`src/rtl/pipe_pkg.sv`:
```
// Shared types and constants for the pipeline hazard/redirect sequencer.
//   state_e      : sequencer state (run, waiting on data memory, one-cycle trap)
//   REDIR_*      : encodings of redirect_sel
//   REG_X0       : index of the hard-wired zero register
package pipe_pkg;

    typedef enum logic [1:0] {
        StRun     = 2'd0,
        StMemWait = 2'd1,
        StTrap    = 2'd2
    } state_e;

    localparam logic [1:0] REDIR_BR    = 2'd0;
    localparam logic [1:0] REDIR_MTVEC = 2'd1;
    localparam logic [1:0] REDIR_MEPC  = 2'd2;

    localparam logic [4:0] REG_X0 = 5'd0;

endpackage

```
`src/rtl/pipe_hazard_ctrl_if.sv`:
```
// Data-memory request/acknowledge handshake.
//   dmem_req : access requested (sequencer -> memory)
//   dmem_ack : access completes this cycle (memory -> sequencer)
// master = sequencer side, slave = memory side.
interface pipe_hazard_ctrl_if;

    logic dmem_req;
    logic dmem_ack;

    modport master (output dmem_req, input dmem_ack);
    modport slave  (input dmem_req, output dmem_ack);

endinterface

```
`src/rtl/pipe_hazard_detect.sv`:
```
// Combinational load-use comparator.
//   rd_en_mem_i, rf_en_mem_i, rd_mem_i : load in MEM and its destination
//   rs1_ex_i, rs2_ex_i                 : EX source registers
//   hazard_o                           : EX needs the value the MEM load returns
module pipe_hazard_detect
    import pipe_pkg::*;
(
    input  logic       rd_en_mem_i,
    input  logic       rf_en_mem_i,
    input  logic [4:0] rd_mem_i,
    input  logic [4:0] rs1_ex_i,
    input  logic [4:0] rs2_ex_i,
    output logic       hazard_o
);

    assign hazard_o = rd_en_mem_i & rf_en_mem_i & (rd_mem_i != REG_X0) &
                      ((rd_mem_i == rs1_ex_i) | (rd_mem_i == rs2_ex_i));

endmodule

```
`src/rtl/pipe_hazard_ctrl.sv`:
```
// Stall/flush/redirect sequencer for the IF / EX / MEM-WB pipeline.
// Inputs : br_taken_ex, rs1_ex, rs2_ex, rd_mem, rf_en_mem, rd_en_mem, wr_en_mem,
//          is_mret_mem, irq_pending, mie_global, dmem.dmem_ack
// Outputs: dmem.dmem_req, stall_if, mem_hold, flush_if_ex, flush_ex_mem, pc_redirect,
//          redirect_sel, trap_take, bus_err, stall_cnt (saturating stall-cycle count)
// Priority in RUN: memory wait > trap > mret > load-use > branch.
// Optional macro PIPE_HAZARD_CTRL_MEM_TIMEOUT_EN adds a MEM_WAIT timeout that raises
// bus_err and traps; without it bus_err is 0 and MEM_WAIT waits indefinitely.
module pipe_hazard_ctrl
    import pipe_pkg::*;
#(
    parameter int unsigned TIMEOUT_CYCLES = 64,
    parameter int unsigned CNT_W          = 32
) (
    input  logic                 clk,
    input  logic                 rst_n,
    input  logic                 br_taken_ex,
    input  logic [4:0]           rs1_ex,
    input  logic [4:0]           rs2_ex,
    input  logic [4:0]           rd_mem,
    input  logic                 rf_en_mem,
    input  logic                 rd_en_mem,
    input  logic                 wr_en_mem,
    input  logic                 is_mret_mem,
    input  logic                 irq_pending,
    input  logic                 mie_global,
    pipe_hazard_ctrl_if.master   dmem,
    output logic                 stall_if,
    output logic                 mem_hold,
    output logic                 flush_if_ex,
    output logic                 flush_ex_mem,
    output logic                 pc_redirect,
    output logic [1:0]           redirect_sel,
    output logic                 trap_take,
    output logic                 bus_err,
    output logic [CNT_W-1:0]     stall_cnt
);

    state_e             state_q, state_d;
    logic [CNT_W-1:0]   stall_cnt_q, stall_cnt_d;
    logic               ack, mem_op, trap_cond, load_use;
    logic               dmem_req_c, bus_err_c;
    logic               tmo_hit;

    assign ack       = dmem.dmem_ack;
    assign mem_op    = rd_en_mem | wr_en_mem;
    assign trap_cond = irq_pending & mie_global & ~mem_op & ~is_mret_mem;

    pipe_hazard_detect u_hazard_detect (
        .rd_en_mem_i (rd_en_mem),
        .rf_en_mem_i (rf_en_mem),
        .rd_mem_i    (rd_mem),
        .rs1_ex_i    (rs1_ex),
        .rs2_ex_i    (rs2_ex),
        .hazard_o    (load_use)
    );

`ifdef PIPE_HAZARD_CTRL_MEM_TIMEOUT_EN
    localparam int unsigned TmoW = (TIMEOUT_CYCLES > 2) ? $clog2(TIMEOUT_CYCLES) : 1;

    logic [TmoW-1:0] tmo_q, tmo_d;

    assign tmo_hit = (tmo_q == TmoW'(TIMEOUT_CYCLES - 1));

    // Counts un-acked MEM_WAIT cycles; anything else (ack, timeout, other state) clears it.
    always_comb begin
        tmo_d = '0;
        if (rst_n && (state_q == StMemWait) && !ack && !tmo_hit) begin
            tmo_d = tmo_q + TmoW'(1);
        end
    end

    always_ff @(posedge clk or negedge rst_n) begin
        if (!rst_n) begin
            tmo_q <= '0;
        end else begin
            tmo_q <= tmo_d;
        end
    end
`else
    logic unused_timeout_cycles;

    assign tmo_hit               = 1'b0;
    assign unused_timeout_cycles = |TIMEOUT_CYCLES;
`endif

    always_comb begin
        state_d      = state_q;
        dmem_req_c   = 1'b0;
        stall_if     = 1'b0;
        mem_hold     = 1'b0;
        flush_if_ex  = 1'b0;
        flush_ex_mem = 1'b0;
        pc_redirect  = 1'b0;
        redirect_sel = REDIR_BR;
        trap_take    = 1'b0;
        bus_err_c    = 1'b0;

        // Outputs are forced low while reset is held so an abandoned access drops at once.
        if (rst_n) begin
            unique case (state_q)
                StRun: begin
                    dmem_req_c = mem_op;
                    if (mem_op && !ack) begin
                        stall_if = 1'b1;
                        mem_hold = 1'b1;
                        state_d  = StMemWait;
                    end else if (trap_cond) begin
                        // Coincident branch is dropped; TRAP flushes everything next cycle.
                        state_d = StTrap;
                    end else if (is_mret_mem) begin
                        pc_redirect  = 1'b1;
                        redirect_sel = REDIR_MEPC;
                        flush_if_ex  = 1'b1;
                        flush_ex_mem = 1'b1;
                    end else if (load_use) begin
                        // Branch deferred: EX is held and re-evaluates next cycle.
                        stall_if     = 1'b1;
                        flush_ex_mem = 1'b1;
                    end else if (br_taken_ex) begin
                        pc_redirect = 1'b1;
                        flush_if_ex = 1'b1;
                    end
                end
                StMemWait: begin
                    dmem_req_c = 1'b1;
                    if (ack) begin
                        // Ack cycle behaves like a zero-wait access: pending bubble or branch.
                        state_d = StRun;
                        if (load_use) begin
                            stall_if     = 1'b1;
                            flush_ex_mem = 1'b1;
                        end else if (br_taken_ex) begin
                            pc_redirect = 1'b1;
                            flush_if_ex = 1'b1;
                        end
                    end else begin
                        stall_if = 1'b1;
                        mem_hold = 1'b1;
                        if (tmo_hit) begin
                            bus_err_c = 1'b1;
                            state_d   = StTrap;
                        end
                    end
                end
                StTrap: begin
                    trap_take    = 1'b1;
                    pc_redirect  = 1'b1;
                    redirect_sel = REDIR_MTVEC;
                    flush_if_ex  = 1'b1;
                    flush_ex_mem = 1'b1;
                    state_d      = StRun;
                end
                default: state_d = StRun;
            endcase
        end
    end

    always_comb begin
        stall_cnt_d = stall_cnt_q;
        if (stall_if && (stall_cnt_q != '1)) begin
            stall_cnt_d = stall_cnt_q + CNT_W'(1);
        end
    end

    always_ff @(posedge clk or negedge rst_n) begin
        if (!rst_n) begin
            state_q     <= StRun;
            stall_cnt_q <= '0;
        end else begin
            state_q     <= state_d;
            stall_cnt_q <= stall_cnt_d;
        end
    end

    assign dmem.dmem_req = dmem_req_c;
    assign bus_err       = bus_err_c;
    assign stall_cnt     = stall_cnt_q;

endmodule

```
`src/flat_wrapper.sv`:
```
// flat-port wrapper written by rule: the top's interface ports become plain ports
module pipe_hazard_ctrl_flat import pipe_pkg::*;
#(
    parameter int unsigned TIMEOUT_CYCLES = 64,
    parameter int unsigned CNT_W          = 32
)
  (clk, rst_n, br_taken_ex, rs1_ex, rs2_ex, rd_mem, rf_en_mem, rd_en_mem, wr_en_mem, is_mret_mem, irq_pending, mie_global, stall_if, mem_hold, flush_if_ex, flush_ex_mem, pc_redirect, redirect_sel, trap_take, bus_err, stall_cnt, dmem_dmem_req, dmem_dmem_ack);
  pipe_hazard_ctrl_if dmem_i ();
  input  logic clk;
  input  logic rst_n;
  input  logic br_taken_ex;
  input  logic [4:0] rs1_ex;
  input  logic [4:0] rs2_ex;
  input  logic [4:0] rd_mem;
  input  logic rf_en_mem;
  input  logic rd_en_mem;
  input  logic wr_en_mem;
  input  logic is_mret_mem;
  input  logic irq_pending;
  input  logic mie_global;
  output logic stall_if;
  output logic mem_hold;
  output logic flush_if_ex;
  output logic flush_ex_mem;
  output logic pc_redirect;
  output logic [1:0] redirect_sel;
  output logic trap_take;
  output logic bus_err;
  output logic [CNT_W-1:0] stall_cnt;
  output wire logic [$bits(dmem_i.dmem_req)-1:0] dmem_dmem_req;
  input wire logic [$bits(dmem_i.dmem_ack)-1:0] dmem_dmem_ack;
  assign dmem_dmem_req = dmem_i.dmem_req;
  assign dmem_i.dmem_ack = dmem_dmem_ack;
  pipe_hazard_ctrl #(.TIMEOUT_CYCLES(TIMEOUT_CYCLES), .CNT_W(CNT_W)) u_core (.clk(clk), .rst_n(rst_n), .br_taken_ex(br_taken_ex), .rs1_ex(rs1_ex), .rs2_ex(rs2_ex), .rd_mem(rd_mem), .rf_en_mem(rf_en_mem), .rd_en_mem(rd_en_mem), .wr_en_mem(wr_en_mem), .is_mret_mem(is_mret_mem), .irq_pending(irq_pending), .mie_global(mie_global), .dmem(dmem_i), .stall_if(stall_if), .mem_hold(mem_hold), .flush_if_ex(flush_if_ex), .flush_ex_mem(flush_ex_mem), .pc_redirect(pc_redirect), .redirect_sel(redirect_sel), .trap_take(trap_take), .bus_err(bus_err), .stall_cnt(stall_cnt));
endmodule
```
`config.mk`:
```
export PLATFORM = sky130hd
export DESIGN_NAME = pipe_hazard_ctrl_flat
export DESIGN_NICKNAME = d
export VERILOG_FILES = /design/src/rtl/pipe_pkg.sv /design/src/rtl/pipe_hazard_ctrl_if.sv /design/src/rtl/pipe_hazard_detect.sv /design/src/rtl/pipe_hazard_ctrl.sv /design/src/flat_wrapper.sv
export SDC_FILE = /design/constraint.sdc
export NUM_CORES = 1
export LEC_CHECK = 0
export ABC_AREA = 1
export CAP_MARGIN = 25
export CORE_UTILIZATION = 24
export CTS_BUF_LIST = sky130_fd_sc_hd__clkbuf_4
export CTS_CLUSTER_SIZE = 20
export DETAILED_ROUTE_END_ITERATION = 7
export SYNTH_ARGS = -nofsm -noshare
export SYNTH_HDL_FRONTEND = slang
export SYNTH_SLANG_ARGS = --single-unit
```
`constraint.sdc`:
```
create_clock -name clk -period 3.3 [get_ports clk]
set_clock_uncertainty 0.1 [all_clocks]
set_input_delay 0.99 -clock clk [delete_from_list [all_inputs] [get_ports clk]]
set_output_delay 0.99 -clock clk [all_outputs]
set_load 0.005 [all_outputs]
```
# Word-level counts from Yosys, hierarchy flattened
# Index checks and enable logic that the tools add are counted.
# classes
reduce_logical	6
eq_ne	7
n_bitwise	10
addsub	1
n_mux	38
# ops
cell	count
32-bit by 1-bit adder with 32-bit output (second input constant)	1
32-bit != test (second input constant)	1
1-bit 2-to-1 mux	24
2-bit 2-to-1 mux	7
5-bit == test	2
2-bit one-hot mux with 2 select lines	2
1-bit bitwise AND	6
1-bit one-hot mux with 2 select lines	3
1-bit one-hot mux with 3 select lines	2
5-bit nonzero test	1
3-bit by 1-bit != test with 1-bit output (second input constant)	1
3-bit AND reduction	1
2-bit by 1-bit == test with 1-bit output (second input constant)	1
2-bit == test (second input constant)	1
1-bit logical AND	2
2-bit zero test	1
2-bit != test (second input constant)	1
1-bit inverter	2
1-bit OR	2
1-bit zero test	1
# totals
output_inout_bits	42
word_cells	64
register_bits	34
input_bits	25

# Logic depth before layout (Yosys ltp)
# Gate-level depths: netlist of the first run.
# logic_depth
ltp_word	10
ltp_mapped	12
mapped_depth_nobuf	11

# Hierarchy
# Synthesis of the first run repeated with hierarchy kept, for this count alone.
# unflattened
hier_cells	449
hier_area_um2	2727.6
# modules_own_cells
module	area_per_inst_um2	cells_per_inst	seq_area_each_um2	n_inst
pipe_hazard_ctrl	2524.9	404	850.8	1
pipe_hazard_detect	202.7	45	0.0	1

# Least setup slack after synthesis of the first run
# OpenSTA, ideal clock, no wires.
# synth_timing
kind	input port to output port
startpoint	input port wr_en_mem
endpoint	output port pc_redirect
required_ns	2.210
setup_slack_ns	0.240
arrival_time_ns	1.970
n_path_buf	1
stages	8
path_cell_list	nor2_1 > o211ai_1 > nor2_1 > inv_1 > o21ai_0 > inv_1 > a21oi_1 > buf_4
# synth_via
elab_chain_cells	8
word_cells_on_any_way	9
cone_classes	mux: 4; bitwise: 4; reduce/logical: 1
# synth_rtl
item	line	text
start: declaration	flat_wrapper.sv:17	input logic wr_en_mem;
1-bit OR (*)	pipe_hazard_ctrl.sv:46	assign mem_op = rd_en_mem | wr_en_mem;
1-bit inverter	pipe_hazard_ctrl.sv:47	assign trap_cond = irq_pending & mie_global & ~mem_op & ~is_mret_mem;
1-bit bitwise AND (2 in series)	pipe_hazard_ctrl.sv:47	
1-bit 2-to-1 mux	n/a	
1-bit 2-to-1 mux (*)	n/a	
1-bit one-hot mux with 3 select lines (*)	n/a	
1-bit 2-to-1 mux (*)	n/a	
end: declaration	flat_wrapper.sv:25	output logic pc_redirect;
# Every way passes the cells marked *; elsewhere a longest branch is shown, timed or not.

# Final worst setup path of the first run
# layout_timing
startpoint	input port dmem_dmem_ack
endpoint	output port redirect_sel[1]
# layout_via
elab_chain_cells	5
# layout_rtl
item	line	text
start: declaration	flat_wrapper.sv:31	input wire logic [$bits(dmem_i.dmem_ack)-1:0] dmem_dmem_ack;
1-bit zero test	pipe_hazard_ctrl.sv:104	if (mem_op && !ack) begin
1-bit logical AND	pipe_hazard_ctrl.sv:104	
2-bit 2-to-1 mux	pipe_hazard_ctrl.sv:104	
2-bit one-hot mux with 2 select lines	pipe_hazard_ctrl.sv:101	unique case (state_q)
2-bit 2-to-1 mux	pipe_hazard_ctrl.sv:100	if (rst_n) begin
end: declaration	flat_wrapper.sv:26	output logic [1:0] redirect_sel;
# No other way between the ends.

==> results of run 1 <==
## power by group through the flow
stage | sequential [µW] | combinational (µW) | clock, µW
floorplan | 492 | 231 | 0
global placement | 498 | 419 | 0
detailed placement | 499 | 425 | 0
CTS | 491 | 504 | 218
global route | 497 | 582 | 236
finish | 491 | 532 | 204
## routing by layer
layer / wire [µm] / share of wire / vias to the layer above / GRT usage
met5: 0 / 0 / - / 0
li1: - / - / 1448 / -
met2: 3630 / 0.47 / 34 / 0.223
met1: 3820 / 0.49 / 1294 / 0.199
met4: 96 / 0.012 / 0 / 0.0327
met3: 206 / 0.027 / 9 / 0.0245
## worst max path at each step
stage                       start              end  slack (ns)  cells after the start
finish              dmem_dmem_ack  redirect_sel[1]        0.05                      6
detailed placement      rd_en_mem      flush_if_ex       -0.67                      9
global route            rd_mem[0]      flush_if_ex      -0.006                     11
CTS                     rd_en_mem      flush_if_ex      -0.002                      9
global placement        rd_en_mem      pc_redirect       -0.61                      9
floorplan               wr_en_mem      pc_redirect        0.24                      8
## worst reg2reg max path: cells and delay by family, from the launching register on
| family | cells | cell delay (ns) |
|---|---|---|
| muxes | 1 | 0.19 |
| DFF | 1 | 0.40 |
| AOI/OAI and AO/OA | 1 | 0.19 |
| and+or+nand+nor | 2 | 0.14 |
| buffers and inverters | 13 | 1.59 |
## registers in the layout, indices dropped and copies added, names as in the netlist
signal / cells
u_core.stall_cnt: 32
u_core.state_q: 2
## stage by stage
| step | hold slack, ns | setup TNS [ns] | total power [µW] | utilization | area, µm² |
|---|---|---|---|---|---|
| after floorplan | 0.407 | 0 | 723 | - | 2610 |
| after global placement | 0.428 | -2.99 | 917 | 0.328 | 3420 |
| after detailed placement | 0.433 | -3.26 | 924 | 0.328 | 3420 |
| after CTS | 0.459 | -0.00236 | 1210 | 0.340 | 3540 |
| after global routing | 0.488 | -0.00614 | 1310 | 0.343 | 3570 |
| final | 0.456 | 0 | 1230 | 0.343 | 3570 |
## placed cells by master (no fill, tap or decap), drive strengths merged
cell	n
nand2	165
nor2	61
nand4	39
clkdlybuf4s50	38
dfrtp	34
inv	34
buf	30
xnor2	16
dlygate4sd2	16
nand3	12
xor2	10
clkbuf	7
nand3b	6
dlymetal6s2s	3
a21oi	3
nor3	3
o21ai	2
o211ai	1
mux2i	1
o21bai	1
ha	1
conb	1
clkinv	1
clkdlybuf4s15	1
## what timing repair did
action | in CTS | in global routing
gates resized for setup | 44 | 17
endpoints found under the setup margin | 7 | 7
gates cloned | 0 | 0
buffers inserted | 13 | 1
pin swaps | 15 | 8
## layout make-up
type                            count  area, µm²
Timing Repair Buffer               90        791
Tap cell                          136        170
Clock buffer                        5       37.5
Multi-Input combinational cell    322       1590
Fill cell                        1132       6840
Clock inverter                      1       3.75
Inverter                           34        128
Sequential cell                    34        851
## logic make-up (layout without fill, tap and decap cells)
kind of cell | count (synthesis) | after routing | share of synthesized area
other | 1 | 1 | 0.00144
XOR/XNOR | 26 | 26 | 0.0872
AO/OA/AOI/OAI | 7 | 7 | 0.0153
AND/OR/NAND/NOR | 286 | 286 | 0.478
buffers and inverters | 49 | 130 | 0.0838
multiplexers | 1 | 1 | 0.00383
adder cells (fa/ha/maj) | 1 | 1 | 0.00479
flip-flops | 34 | 34 | 0.326
==> impl_results.md, run 1 <==
- Deepest clock path buffer count: 2
- WL final: 7.75 mm
- Hold endpoint: u_core.stall_cnt[1]
- Top cell type's share of synthesized area: 0.326
- Mean Syn Cell Area: 6.45 µm²
- Hold_buf cts: 0
- CP Launch Type: primary input
- R2R cell count: 17
- Grt total ovfl: 0
- Fin. max-slew vios: 0
- Yosys reg bits: 34
- Latest clock arrival within the worst-skew pair: 0.34 ns
- Cell area after synthesis: roughly 0.0026 mm²
- PD cells: 344 mW/mm²
- Run status: complete, no violations
- Core ar.: 0.0104 mm²
- HP Class: reg2reg
- Layout Nets: 513
- Yosys cell types: 28
- Sequential power share: 0.400
- CTS clk-pin slew, worst paths: 0.09 ns
- Reg-to-reg endpoint: u_core.state_q[1]
- Worst path arrival time: 2.16 ns
- Place WS: -0.674 ns
- Int Power: 787 µW
- Detail Route Antenna Nets: 0
- Placer Congestion: a little under 0.9
- Post-synth EDFFs: 0
- Ys async rst share: 1.00
- Period utilization: 0.986
- Routed WL per cell: 12.5 µm
- Synth top cells by count: 162 x nand2_1, 59 x nor2_1, 39 x nand4_1, 34 x dfrtp_1, 31 x inv_1
- Cells after Synth: 405
- Antenna cells: 0
- Switch share: 0.359
- Synth area leader: dfrtp_1
- Initial Utilization: 0.251
- Share of layout cells above drive strength 1: 0.128
- Crit-path max cell delay: 0.34 ns
- Worst reg2reg startpoint: u_core.state_q[1]
- DRC viols: 0
- CTS root buffer: clkbuf_4
- CP required: roughly 2.2 ns
- Final Hold Viols: 0
- Max H-tree Level: 2
- Die width: between 100 and 150 µm
- Setup WS post-layout: 0.0458 ns
- Vias/cell: ~4.5
- Vias in the first global route: 2566
- Clk pwr share: 0.167
- Crit Path Max Fanout: 2
- TritonCTS clock tree: yes
- Combinational Power Share: 0.434
- Top-count cell post-synth: nand2_1
- FMAX: 307 MHz
- Area Overhead vs Synth: 36.8%
- Max VDD drop: 122 µV
- Setup crit end kind: output pin
- Num Clock Sinks: 34
- Tmin final: between 3 and 4 ns
- Post-Synthesis Net Count: 431
- Largest cells by area after synthesis: dfrtp_1 33%, nand2_1 23%, nand4_1 9.3%
- Register area share after synthesis: 0.326
- Hold Crit Start: u_core.stall_cnt[1]
- Global-route wire length before repair: 12.8 mm
- Die ar.: 0.0113 mm²
- Max_cap viols: 0
- Dpl hpwl: 5.90 mm
- Kind of critical path: in2out
- Row count: 37
- P_sw: 441 µW
- Cells along the critical path: dlygate4sd2_1, o211ai_1, buf_4, buf_4, nor3_2, dlygate4sd2_1
- Count of final setup violators: 0
- Starting DRT DRC Count: between 100 and 150
- Slowest cell on crit path: o211ai_1
- Tot GR Track Use: 0.141
- Total number of vias: 2785
- Overall die height: 106 µm
- Largest net degree at the start of global routing: 68
- Synthesis Warnings: 0
- Non-Filler Instances: 622
- PortBufs: between 60 and 70
- Worst slew margin: 0.506
- Static Leak: 0.00175 µW
- Boundary pin count: 67
- Buf+Inv Stages, Crit Path: 4
- Primary FF master, synth: dfrtp_1
- Worst slew pin tran: 0.741 ns
- Initial antenna violation count: 0
- Dpl cells: 602
- Hold path depth: 2
- DR pass1 iterations: 6
- Family with the most delay on the worst path: buffers and inverters
- Number of CTS-inserted buffers: 5
- Reg2Reg Setup Slack: 0.62 ns
(Power assumes the default switching activity.)
==> run 2: changes to the inputs <==
--- a/config.mk
+++ b/config.mk
@@ -11,6 +11,7 @@
 export CTS_BUF_LIST = sky130_fd_sc_hd__clkbuf_4
 export CTS_CLUSTER_SIZE = 20
 export DETAILED_ROUTE_END_ITERATION = 7
+export GPL_ROUTABILITY_DRIVEN = 0
 export SYNTH_ARGS = -nofsm -noshare
 export SYNTH_HDL_FRONTEND = slang
 export SYNTH_SLANG_ARGS = --single-unit
==> run 2 against run 1 <==
Sequential share of layout area is 0.13 points higher. Wire length down 0.50%. Sequential power about the same. Clock power increased by 6%. Via count rose by 1.2%. Critical path depth grew 1. Critical path type unchanged. Critical endpoint is now stall_if.
==> impl_results.md, run 2 (same netlist as run 1, synthesis figures left out) <==
- Run status: complete, no violations
- Static Leak: 0.00174 µW
- Total chip power: between 1000 and 1500 µW
- FMAX: 310 MHz
- Setup WS post-layout: 0.0705 ns
- Max_cap viols: 0
- Vias/cell: 4.52
- Largest net degree at the start of global routing: 67
- Period utilization: 0.979
- Most frequent cells in the layout: 160 x nand2_1, 55 x nor2_1, 39 x nand4_1
- Tmin final: 3.23 ns
- Final core occ: 0.341
- Share of layout cells above drive strength 1: 0.127
- DRC viols: 0
- Initial antenna violation count: 0
- Detail Route Antenna Nets: 0
- Count of final setup violators: 0
- Max VDD drop: 121 µV
- Overall die height: around 110 µm
- RSZ-0062 raised after global routing: false
- CTS clk-pin slew, worst paths: 0.10 ns
- Worst reg2reg startpoint: u_core.state_q[1]
- Fillers: 1144
- Worst slew pin tran: 0.721 ns
- Vias in the first global route: 2625
- Largest register FFs: 32
- Fin. max-slew vios: 0
- Worst slew margin: 0.519
- Deepest clock path buffer count: 2
- PortBufs: 65
- Routed WL per cell: between 10 and 15 µm
- Area Overhead vs Synth: 36.1%
- Tot GR Track Use: 0.139
- Initial Utilization: 0.251
- Row count: 37
- Grt total ovfl: 0
- Number of CTS-inserted buffers: 5
- Dpl hpwl: 5.83 mm
- Non-Filler Instances: 623
- Launch point of the critical path: rs1_ex[4]
- Die ar.: ~0.011 mm²
- Kind of critical path: in2out
- Commonest non-fill, non-tap cell in the layout: nand2_1
- Total number of vias: 2818
- Boundary pin count: 67
- Family with the most delay on the worst path: buffers and inverters
- Setup crit end kind: output pin
- TritonCTS clock tree: yes
- Setup TNS: 0 ns
- HP Class: in2async
- Max H-tree Level: 2
- Core ar.: approximately 0.010 mm²
- Antenna cells: 0
- WL final: just under 8 mm
- CTS root buffer: clkbuf_4
- Slowest cell on crit path: clkdlybuf4s50_1
- Dpl cells: ~600
- Layout Nets: around 510
- Die width: 106 µm
- Worst path arrival time: 2.14 ns
- Latest clock arrival within the worst-skew pair: around 0.34 ns
- Buf+Inv Stages, Crit Path: 2
- Cells along the critical path: clkdlybuf4s50_1, xnor2_1, nand3_1, nand2_2, nand3_2, a21oi_2, buf_2
- DR pass1 iterations: 4
- Crit-path max cell delay: 0.48 ns
- Global-route wire length before repair: 12.8 mm
- CP Launch Type: primary input
- CP required: about 2.2 ns
- PD cells: 347 mW/mm²
- Num Clock Sinks: 34
- Place WS: -0.666 ns
- Crit Path Max Fanout: 3
- Final Hold Viols: 0
- Starting DRT DRC Count: 160
==> run 2: changes by cell type in the layout (fill, tap and decap cells not counted), sizes merged <==
cell	before	now
clkinv	1	3
clkbuf	7	8
buf	30	29
dlymetal6s2s	3	2
==> run 2: what timing repair did <==
action                                  4_1_cts  5_1_grt
setup buffers                                13        0
resized for setup                            46       15
endpoints found under the setup margin        7        8
pin swaps                                    14        8
hold buffers                                  0        0
==> run 2: worst register-to-register path, stage by stage, from the launching register on <==
cell	delay, ns
dfrtp_1	0.42
inv_1	0.12
o211ai_1	0.15
nor2_2	0.07
buf_4	0.13
buf_4	0.12
buf_4	0.12
buf_4	0.12
buf_4	0.12
buf_4	0.12
buf_4	0.12
buf_4	0.12
buf_4	0.12
buf_4	0.12
buf_4	0.12
buf_4	0.12
nor2_2	0.11
mux2i_1	0.20
==> run 2: layout make-up <==
cell class | count | area [µm²] | area share
multi-input cells | 322 | 1580 | 0.445
flip-flops and latches | 34 | 851 | 0.239
repair buffers | 89 | 776 | 0.218
well taps | 136 | 170 | 0.0479
inverters | 34 | 128 | 0.0359
clock buffers | 5 | 37.5 | 0.0106
clock inverters | 3 | 11.3 | 0.00317
==> run 2: path summary, 6_finish.rpt <==
| path | cells after the start | slack, ns | end |
|---|---|---|---|
| worst max-delay path | 7 | 0.07 | stall_if |
| min in group clk | 2 | 0.46 | u_core.stall_cnt[1] |
| max in group asynchronous | 2 | 1.87 | u_core.stall_cnt[17] |
| worst min register to register | 2 | 0.46 | u_core.stall_cnt[1] |
| worst min-delay path | 1 | 0.34 | u_core.state_q[1] |
| worst max register to register | 17 | 0.61 | u_core.state_q[1] |
==> run 2: where the power goes <==
part           total, µW  internal [µW]  switching (µW)  leakage [µW]
clock                217           75.9             141     0.0000277
sequential           492            449            42.9      0.000468
combinational        526            261             265       0.00125
total               1230            786             449       0.00174
==> run 2: per-layer routing <==
metal | up-vias | share of wire | track usage
met5 | - | 0 | 0
li1 | 1446 | - | -
met2 | 35 | 0.47 | 0.225
met3 | 9 | 0.030 | 0.0227
met1 | 1328 | 0.49 | 0.191
met4 | 0 | 0.012 | 0.0357
==> run 2: stage by stage <==
step | cell area (µm²) | hold slack (ns)
2_1_floorplan | 2610 | 0.407
4_1_cts | 3550 | 0.313
6_report | 3550 | 0.336
3_5_place_dp | 3420 | 0.439
3_3_place_gp | 3420 | 0.429
5_1_grt | 3550 | 0.301
